==> src/rtl/maquina_lectura_pkg.sv <==
// -----------------------------------------------------------------------------
// maquina_lectura_pkg
// Definitions shared between the RTC read sequencer and the edit/write machine:
//   - RTC register addresses (control plus the eight time/date registers)
//   - index-to-address mapping used while sweeping the register file
//   - read-FSM state encoding
// -----------------------------------------------------------------------------
package maquina_lectura_pkg;

  localparam logic [7:0] DIR_CTRL = 8'h00;
  localparam logic [7:0] DIR_SEG  = 8'h21;
  localparam logic [7:0] DIR_MIN  = 8'h22;
  localparam logic [7:0] DIR_HORA = 8'h23;
  localparam logic [7:0] DIR_DATE = 8'h24;
  localparam logic [7:0] DIR_MES  = 8'h25;
  localparam logic [7:0] DIR_ANO  = 8'h26;
  localparam logic [7:0] DIR_DSEM = 8'h27;
  localparam logic [7:0] DIR_NSEM = 8'h28;

  // Number of registers in one sweep and the index of the last one
  localparam int unsigned N_REGS   = 9;
  localparam logic [3:0]  K_ULTIMO = 4'd8;

  typedef enum logic [2:0] {
    IDLE = 3'd0,
    ADDR = 3'd1,
    TURN = 3'd2,
    READ = 3'd3,
    REC  = 3'd4
  } estado_lec_e;

  // RTC address for sweep index k (control first, then 0x21..0x28)
  function automatic logic [7:0] dir_de_indice(input logic [3:0] k);
    logic [7:0] dir;
    case (k)
      4'd0:    dir = DIR_CTRL;
      4'd1:    dir = DIR_SEG;
      4'd2:    dir = DIR_MIN;
      4'd3:    dir = DIR_HORA;
      4'd4:    dir = DIR_DATE;
      4'd5:    dir = DIR_MES;
      4'd6:    dir = DIR_ANO;
      4'd7:    dir = DIR_DSEM;
      4'd8:    dir = DIR_NSEM;
      default: dir = DIR_CTRL;
    endcase
    return dir;
  endfunction

endpackage

==> src/rtl/maquina_lectura_contador_fase.sv <==
// -----------------------------------------------------------------------------
// contador_fase
// Loadable down-counter timing the ADDR and READ phases. Loading value N-1
// makes fin_o high on the N-th cycle after the load, i.e. on the last cycle
// of an N-cycle phase. The count saturates at zero.
// Ports:
//   clk_i   : clock
//   rst_ni  : asynchronous active-low reset
//   carga_i : load valor_i on the next edge
//   valor_i : load value (phase length minus one)
//   fin_o   : count is zero (last cycle of the phase)
// -----------------------------------------------------------------------------
module contador_fase #(
  parameter int W = 2
) (
  input  logic         clk_i,
  input  logic         rst_ni,
  input  logic         carga_i,
  input  logic [W-1:0] valor_i,
  output logic         fin_o
);

  logic [W-1:0] cuenta_q;
  logic [W-1:0] cuenta_d;

  // Next count: load, decrement, or hold at zero
  always_comb begin
    cuenta_d = cuenta_q;
    if (carga_i) begin
      cuenta_d = valor_i;
    end else if (cuenta_q != {W{1'b0}}) begin
      cuenta_d = cuenta_q - W'(1);
    end else begin
      cuenta_d = cuenta_q;
    end
  end

  // Count register
  always_ff @(posedge clk_i or negedge rst_ni) begin
    if (!rst_ni) begin
      cuenta_q <= {W{1'b0}};
    end else begin
      cuenta_q <= cuenta_d;
    end
  end

  assign fin_o = (cuenta_q == {W{1'b0}});

endmodule

==> src/rtl/maquina_lectura.sv <==
// -----------------------------------------------------------------------------
// maquina_lectura
// RTC read sequencer. On request it sweeps control (0x00) and 0x21..0x28 over
// the multiplexed bus (ADDR -> TURN -> READ -> REC per register) and latches
// each byte into its own output register. Yields to the writer: 'escribe'
// blocks a new sweep and aborts a running one at the next REC, so a strobe
// is never cut short.
// Ports:
//   clk, reset (async, active-low)
//   inicio      : sweep request, sampled in IDLE
//   escribe     : writer owns the bus
//   dato_in     : RTC read data
//   cs_n, ad_n, wr_n, rd_n, dir_out, dir_oe : registered bus controls
//   control .. num_semana : latched register images
//   ocupado     : not in IDLE
//   listo       : one-cycle pulse after a complete sweep
// -----------------------------------------------------------------------------
module maquina_lectura
  import maquina_lectura_pkg::*;
#(
  parameter int T_ADDR = 4,
  parameter int T_RD   = 4
) (
  input  logic       clk,
  input  logic       reset,
  input  logic       inicio,
  input  logic       escribe,
  input  logic [7:0] dato_in,
  output logic       cs_n,
  output logic       ad_n,
  output logic       wr_n,
  output logic       rd_n,
  output logic [7:0] dir_out,
  output logic       dir_oe,
  output logic [7:0] control,
  output logic [7:0] segundos,
  output logic [7:0] minutos,
  output logic [7:0] horas,
  output logic [7:0] date,
  output logic [7:0] mes,
  output logic [7:0] ano,
  output logic [7:0] dia_sem,
  output logic [7:0] num_semana,
  output logic       ocupado,
  output logic       listo
);

  localparam int T_MAX = (T_ADDR > T_RD) ? T_ADDR : T_RD;
  localparam int CW    = (T_MAX > 1) ? $clog2(T_MAX) : 1;
  localparam logic [CW-1:0] CARGA_ADDR = CW'(T_ADDR - 1);
  localparam logic [CW-1:0] CARGA_RD   = CW'(T_RD - 1);

  estado_lec_e   estado_q, estado_d;
  logic [3:0]    k_q, k_d;
  logic          carga_s;
  logic [CW-1:0] valor_s;
  logic          fin_s;
  logic          latch_s;

  logic       cs_n_q, cs_n_d, ad_n_q, ad_n_d, wr_n_q, wr_n_d, rd_n_q, rd_n_d;
  logic       dir_oe_q, dir_oe_d, ocupado_q, ocupado_d, listo_q, listo_d;
  logic [7:0] dir_out_q, dir_out_d;
  logic [7:0] regs_q [N_REGS];

  contador_fase #(.W(CW)) u_contador_fase (
    .clk_i   (clk),
    .rst_ni  (reset),
    .carga_i (carga_s),
    .valor_i (valor_s),
    .fin_o   (fin_s)
  );

  // Next state, sweep index, phase-counter loads, then output decode of the
  // next state so every bus control comes straight out of a flop
  always_comb begin
    estado_d = estado_q;
    k_d      = k_q;
    carga_s  = 1'b0;
    valor_s  = CARGA_ADDR;
    latch_s  = 1'b0;
    listo_d  = 1'b0;
    case (estado_q)
      IDLE: begin
        if (inicio && !escribe) begin
          estado_d = ADDR;
          k_d      = 4'd0;
          carga_s  = 1'b1;
          valor_s  = CARGA_ADDR;
        end else begin
          estado_d = IDLE;
        end
      end
      ADDR: begin
        if (fin_s) begin
          estado_d = TURN;
        end else begin
          estado_d = ADDR;
        end
      end
      TURN: begin
        estado_d = READ;
        carga_s  = 1'b1;
        valor_s  = CARGA_RD;
      end
      READ: begin
        if (fin_s) begin
          estado_d = REC;
          latch_s  = 1'b1;
        end else begin
          estado_d = READ;
        end
      end
      REC: begin
        // Completion wins over an abort on the last register
        if (k_q == K_ULTIMO) begin
          estado_d = IDLE;
          k_d      = 4'd0;
          listo_d  = 1'b1;
        end else if (escribe) begin
          estado_d = IDLE;
          k_d      = 4'd0;
        end else begin
          estado_d = ADDR;
          k_d      = k_q + 4'd1;
          carga_s  = 1'b1;
          valor_s  = CARGA_ADDR;
        end
      end
      default: begin
        estado_d = IDLE;
        k_d      = 4'd0;
      end
    endcase

    cs_n_d    = 1'b1;
    ad_n_d    = 1'b1;
    wr_n_d    = 1'b1;
    rd_n_d    = 1'b1;
    dir_oe_d  = 1'b0;
    dir_out_d = 8'h00;
    ocupado_d = (estado_d != IDLE);
    case (estado_d)
      ADDR: begin
        cs_n_d    = 1'b0;
        ad_n_d    = 1'b0;
        wr_n_d    = 1'b0;
        dir_oe_d  = 1'b1;
        dir_out_d = dir_de_indice(k_d);
      end
      TURN: begin
        cs_n_d = 1'b0;
      end
      READ: begin
        cs_n_d = 1'b0;
        rd_n_d = 1'b0;
      end
      IDLE, REC: begin
        cs_n_d = 1'b1;
      end
      default: begin
        cs_n_d = 1'b1;
      end
    endcase
  end

  // State, index and registered bus outputs
  always_ff @(posedge clk or negedge reset) begin
    if (!reset) begin
      estado_q  <= IDLE;
      k_q       <= 4'd0;
      cs_n_q    <= 1'b1;
      ad_n_q    <= 1'b1;
      wr_n_q    <= 1'b1;
      rd_n_q    <= 1'b1;
      dir_oe_q  <= 1'b0;
      dir_out_q <= 8'h00;
      ocupado_q <= 1'b0;
      listo_q   <= 1'b0;
    end else begin
      estado_q  <= estado_d;
      k_q       <= k_d;
      cs_n_q    <= cs_n_d;
      ad_n_q    <= ad_n_d;
      wr_n_q    <= wr_n_d;
      rd_n_q    <= rd_n_d;
      dir_oe_q  <= dir_oe_d;
      dir_out_q <= dir_out_d;
      ocupado_q <= ocupado_d;
      listo_q   <= listo_d;
    end
  end

  // Register images: only entry k is written, on the edge ending READ
  always_ff @(posedge clk or negedge reset) begin
    if (!reset) begin
      for (int i = 0; i < N_REGS; i++) begin
        regs_q[i] <= 8'h00;
      end
    end else if (latch_s) begin
      regs_q[k_q] <= dato_in;
    end
  end

  assign cs_n       = cs_n_q;
  assign ad_n       = ad_n_q;
  assign wr_n       = wr_n_q;
  assign rd_n       = rd_n_q;
  assign dir_oe     = dir_oe_q;
  assign dir_out    = dir_out_q;
  assign ocupado    = ocupado_q;
  assign listo      = listo_q;
  assign control    = regs_q[0];
  assign segundos   = regs_q[1];
  assign minutos    = regs_q[2];
  assign horas      = regs_q[3];
  assign date       = regs_q[4];
  assign mes        = regs_q[5];
  assign ano        = regs_q[6];
  assign dia_sem    = regs_q[7];
  assign num_semana = regs_q[8];

endmodule

==> config.mk <==
export PLATFORM = sky130hd
export DESIGN_NAME = maquina_lectura
export DESIGN_NICKNAME = d
export VERILOG_FILES = /design/src/rtl/maquina_lectura_pkg.sv /design/src/rtl/maquina_lectura_contador_fase.sv /design/src/rtl/maquina_lectura.sv
export SDC_FILE = /design/constraint.sdc
export NUM_CORES = 1
export LEC_CHECK = 0
export BUFFER_PORTS_ARGS = -buffer_cell sky130_fd_sc_hd__buf_4
export CAP_MARGIN = 5
export CORE_MARGIN = 3
export CORE_UTILIZATION = 35
export DETAILED_ROUTE_END_ITERATION = 8
export PLACE_DENSITY = 0.57
export SETUP_SLACK_MARGIN = 0.1
export SLEW_MARGIN = 20
export SYNTH_ARGS = -nofsm -noshare
export SYNTH_HDL_FRONTEND = slang
export SYNTH_SLANG_ARGS = --single-unit
export TNS_END_PERCENT = 20
==> constraint.sdc <==
create_clock -name clk -period 3.9 [get_ports clk]
set_input_delay 0.195 -clock clk [delete_from_list [all_inputs] [get_ports clk]]
set_output_delay 0.195 -clock clk [all_outputs]
set_load 0.05 [all_outputs]
After elaboration in Yosys (flattened, before gate mapping)
Memory sizes are Yosys's and may differ from the RTL's.
Index checks and enable logic that the tools add are counted.
W data, S select, Z words.
{"block": "word_totals", "input_bits": 12, "out_inout_bits": 87, "rom_bits": 80, "regBits": 95, "mem_count": 1}
{"block": "classes", "muxes": 28, "magnitude_cmp": 2, "addsub": 2, "reduce_logical": 10, "n_eq_ne": 8, "n_bitwise": 1}
{"memory": "(name not given)", "depth": 16, "word_bits": 5, "read_ports": 1, "rd_ports_with_merged_regs": 0, "wr": 0, "line": "maquina_lectura_pkg.sv:35", "text": "case (k)"}
{"op": "$bwmux W72", "n": 1}
{"op": "$demux W8 S4", "n": 1}
{"op": "$mux W8", "n": 2}
{"op": "$pmux W3 S5", "n": 1}
{"op": "$mux W1", "n": 14}
{"op": "$eq A3 B2 Y1 const B", "n": 4}
{"op": "$mux W4", "n": 3}
{"op": "$pmux W4 S3", "n": 1}
{"op": "$eq A3 B1 Y1 const B", "n": 2}
{"op": "$mux W2", "n": 3}
{"op": "$reduce_or A3 Y1", "n": 2}
{"op": "$ge A5 B5 Y1 const B", "n": 1}
{"op": "$lt A5 B1 Y1 const B", "n": 1}
{"op": "$not A4 Y5", "n": 1}
{"op": "$add A4 B1 Y4 const B", "n": 1}
{"op": "$eq A4 B4 Y1 const B", "n": 1}
{"op": "$reduce_bool A2 Y1", "n": 2}
{"op": "$eq A3 B3 Y1 const B", "n": 1}
{"op": "$logic_not A3 Y1", "n": 1}
{"op": "$mux W3", "n": 1}
{"op": "$pmux W1 S3", "n": 1}
{"op": "$reduce_bool A3 Y1", "n": 1}
{"op": "$logic_and A1 B1 Y1", "n": 2}
{"op": "$logic_not A2 Y1", "n": 1}
{"op": "2 further kinds", "n": 2}

Logic depth before layout (Yosys ltp)
{"block": "depth", "ltp_word": 7, "ltp_mapped": 8, "mapped_depth_nobuf": 8}

By module
A second synthesis with hierarchy kept.
{"block": "unflattened", "hier_cells": 255, "area_unflattened_um2": 3732.3}
{"module": "maquina_lectura", "cells_each": 243, "instances": 1, "area_each_um2": 3618.5}
{"module": "contador_fase", "cells_each": 12, "instances": 1, "area_each_um2": 113.9}

Worst setup path before layout
OpenSTA, ideal clock, no wires.
{"block": "synth_path", "path_kind": "register to register", "from": "reg u_contador_fase.cuenta_q[0]", "to": "reg regs_q (netlist bit control[0])", "synth_period_minus_slack_ns": 1.975, "t_required_ns": 3.775, "t_arrival_ns": 1.851, "stages_incl_launch_ff": 9, "n_path_buf": 2, "path_slack_ns": 1.925, "path_cell_list": "dfrtp_1 > inv_1 > ha_1 > clkbuf_1 > nand4b_1 > nor3_1 > and2_1 > buf_2 > mux2_2"}
{"block": "synth_between", "elab_chain_cells": 3}
{"item": "start, declared", "line": "maquina_lectura_contador_fase.sv:23", "text": "logic [W-1:0] cuenta_q;"}
{"item": "start signal, assigned", "line": "maquina_lectura_contador_fase.sv:41", "text": "cuenta_q <= {W{1'b0}};"}
{"item": "start signal, assigned", "line": "maquina_lectura_contador_fase.sv:43", "text": "cuenta_q <= cuenta_d;"}
{"item": "$logic_not A2 Y1", "line": "maquina_lectura_contador_fase.sv:47", "text": "assign fin_o = (cuenta_q == {W{1'b0}});"}
{"item": "$mux W1", "line": "maquina_lectura.sv:106", "text": "if (fin_s) begin"}
{"item": "$mux W1", "line": "maquina_lectura.sv:82", "text": "case (estado_q)"}
{"item": "end signal, assigned by index", "line": "maquina_lectura.sv:200", "text": "regs_q[k_q] <= dato_in;"}
{"item": "end, declared", "line": "maquina_lectura.sv:63", "text": "logic [7:0] regs_q [N_REGS];"}
Every way passes these cells.
A chain may end at the register's enable or synchronous reset.

Final worst setup path
{"block": "layout_path", "from": "reg u_contador_fase.cuenta_q[0]", "to": "reg regs_q (netlist bit control[5])"}
Same word-level chain as after synthesis.

==> flow_summary.json <==
{
  "syn_to_final_growth_pct": 27.98,
  "worst_r2r_endpoint": "control[5]",
  "cts_tree": "built",
  "top_level_ports": 99,
  "syn_area_per_cell_um2": 14.49,
  "crit_path_end": "control[5]",
  "finalNetCount": 369,
  "area_used_by_multi_input_combinational_logic_um2": 1274,
  "placed_cells_incl_taps": 473,
  "finalWeightedCongestion": 0.7320,
  "ir_drop_mv": 0.2993,
  "worst_r2r_startpoint": "u_contador_fase.cuenta_q[0]",
  "yosys_warnings": 0,
  "route.detailed.drc": 0,
  "grt_first_pass_wirelength_um": 12850,
  "routed_wire_length_per_instance_um": 16.61,
  "syn_area_um2": 3680,
  "total_die_area_um2": 11780,
  "grt_most_used_layer": "met2",
  "pwr_density_nw_per_um2": 611.2,
  "drtAntennaViolNets": 0,
  "std_cell_rows": 36,
  "dr_total_vias": 2302,
  "drive_above_1_share_pct": 53.50,
  "finalSetupViolations": 0,
  "mostFrequentLayoutCells": "96 x sky130_fd_sc_hd__buf_4, 89 x sky130_fd_sc_hd__dfrtp_1, 71 x sky130_fd_sc_hd__mux2_2, 14 x sky130_fd_sc_hd__nand2_1, 10 x sky130_fd_sc_hd__nor2_1",
  "synthDominantCellAreaShare_pct": 60.52,
  "crit_path_start_kind": "register",
  "drt-vias-per-instance": 4.698,
  "path_clk_slew_ns": 0.10,
  "cells_after_synth": 254,
  "p_leak_nw": 2.325,
  "met2_usage_pct": 22.33,
  "category_of_the_critical_setup_timing_path": "reg -> reg",
  "grt_max_degree": 65,
  "crit_path_end_kind": "register",
  "ys_dominant_reg_cell": "sky130_fd_sc_hd__dfrtp_1",
  "clock_tree.htree_level_count": 3,
  "start_util_pct": 36.80,
  "clkSinkCount": 92,
  "worst-endpoint-required_ns": 4.14,
  "yosys_register_bits": 92,
  "drt_wl_total_um": 8137,
  "path_delay_family": "simple AND/OR/NAND/NOR gates",
  "synth_async_sr_flop_share_pct": 100.0,
  "design.core.area_um2": 10000,
  "relative_slew_slack_pct": 46.71,
  "num_antenna_cells": 0,
  "status": "finished, final reports clean",
  "first_iter_violations": 42,
  "crit_start": "u_contador_fase.cuenta_q[0]",
  "firstDrtPassIters": 4,
  "die_width_um": 108.5,
  "track_usage_pct": 14.42,
  "final_common_cell": "sky130_fd_sc_hd__buf_4",
  "grt_pass1_vias": 2344,
  "timing.reg2reg.worst_path_depth": 6,
  "worst_skew_pair.late_latency_ns": 0.36,
  "synth_seq_area_share_pct": 62.67,
  "synth.largest_area_cell": "sky130_fd_sc_hd__dfrtp_1",
  "reg2reg_slack_ns": 1.63,
  "worstPathArrival_ns": 2.51,
  "tightestPinTransition_ns": 0.7994,
  "worst_path_largest_cell_delay_ns": 0.43,
  "worstPathMaxFanout": 8,
  "post-cts-setup-buffers": 0,
  "seqCellArea_um2": 2306,
  "report.final.hold_viol_count": 0,
  "worstHoldPathType": "in -> reg",
  "hpwl_um": 5744,
  "path_depth": 6,
  "fin_crit_share_pct": 58.10,
  "cp_cell_sequence": "inv_1 > ha_1 > nand4b_1 > nor3_1 > and2_1 > mux2_2",
  "cp_num_buf_inv": 1,
  "stdcell_count": 490,
  "overflow": 0,
  "filler_cell_count": 944,
  "cts.repair.resized": 0,
  "synthTopCellsByArea": "sky130_fd_sc_hd__dfrtp_1 61%, sky130_fd_sc_hd__mux2_2 22%, sky130_fd_sc_hd__dfstp_2 2.1%",
  "clk_path_buf_depth": 2,
  "die-height_um": 108.5,
  "max_cap_viol_count": 0,
  "cts_made_buffers": 9,
  "root_buffer": "sky130_fd_sc_hd__clkbuf_8",
  "grt_util_met3_pct": 3.224,
  "groute.layer.met1.usage_pct": 19.70,
  "skew_ns": 0.01594,
  "rsz0062_at_grt": "no",
  "synth_enable_flop_cells": 0,
  "initial_antenna_violation_count": 0,
  "cp_slowest_cell": "sky130_fd_sc_hd__and2_1",
  "port_buffers": 95,
  "hold_path_depth": 2,
  "max_slew_vio_count": 0,
  "netlist-cell-type-count": 36,
  "setup-tns-final_ns": 0,
  "layout_min_cycle_time_ns": 2.266,
  "fmax_ghz": 0.4413
}
-- worst min-delay path by stage --
stage                          start            end  slack, ns
after floorplan                reset         ano[0]      -0.10
after global placement         reset        ocupado       0.34
after detailed placement       reset  num_semana[1]       0.34
after CTS                 dato_in[5]         mes[5]       0.15
after global routing      dato_in[7]         mes[7]       0.16
final                     dato_in[5]         mes[5]       0.17
-- sequential cells by signal (all words and copies together), names as in the netlist --
register,count
estado_q,3
u_contador_fase.cuenta_q,2
ano,8
date,8
dir_out,5
dia_sem,8
cs_n,1
wr_n,1
mes,8
minutos,8
rd_n,1
ocupado,1
num_semana,8
horas,8
segundos,8
dir_oe,1
control,8
listo,1
k_q,4
-- per-layer routing --
layer  wire [um]  share of wire [%]
met5           0                  0
met3         436                5.4
met4         125                1.5
met1        3727                 46
met2        3847                 47
-- synth_stat cells (all sizes together) (2+ instances only) --
library cell  number
o21ai              3
nor3b              2
and3               4
a31oi              2
inv                9
nor2              10
nor4b              2
dfstp              3
ha                 5
clkbuf             2
nand2             14
dfrtp             89
xor2               2
buf               10
a21oi              3
mux2              72
and2               5
nor3               3
and3b              2
-- logic make-up (layout without fill, tap and decap cells) --
logic type	Yosys count	after routing	synth area share (%)
adders and majority gates	5	5	1.700
DFF	92	92	62.67
xor gates and xnor gates	2	2	0.4761
and+or+nand+nor	47	47	7.379
AOI/OAI and AO/OA	13	13	2.448
muxes	73	73	22.31
other	1	3	0.1019
buffers and inverters	21	122	2.924
-- worst register-to-register path, delay by kind of cell (launching register included) --
kind	cells	cell delay (ns)
fa+ha+maj	1	0.28
simple gates	3	1.04
flops	1	0.40
mux	1	0.38
buf+inv	1	0.06
-- stage by stage --
stage / hold slack (ns) / area [um2] / total power [mW] / utilization, % / setup slack (ns)
2_1_floorplan: -0.1006 / 3687 / 1.957 / - / 1.925
3_3_place_gp: 0.3351 / 4501 / 2.256 / 45.01 / 1.705
3_5_place_dp: 0.3449 / 4501 / 2.268 / 45.01 / 1.608
4_1_cts: 0.1502 / 4710 / 2.917 / 47.10 / 1.588
5_1_grt: 0.1561 / 4710 / 3.036 / 47.10 / 1.359
6_report: 0.1656 / 4710 / 2.878 / 47.10 / 1.634
-- power breakdown --
part	internal [mW]	switching, mW
Sequential	1.11	0.115
Combinational	0.323	0.688
Clock	0.302	0.339
Total	1.74	1.14
-- final cells by class --
cell class,count,area share (%)
Clock buffer,10,2.710
Clock inverter,6,1.514
Inverter,9,0.7173
Multi-Input combinational cell,143,27.05
Sequential cell,92,48.96
Tap cell,133,3.533
Timing Repair Buffer,97,15.52
-- timing repair --
item,CTS,global route
endpoints found under the hold margin,60,0
endpoints found under the setup margin,0,0
hold buffers,1,0
Note: power is estimated with default switching activity, not from simulation.
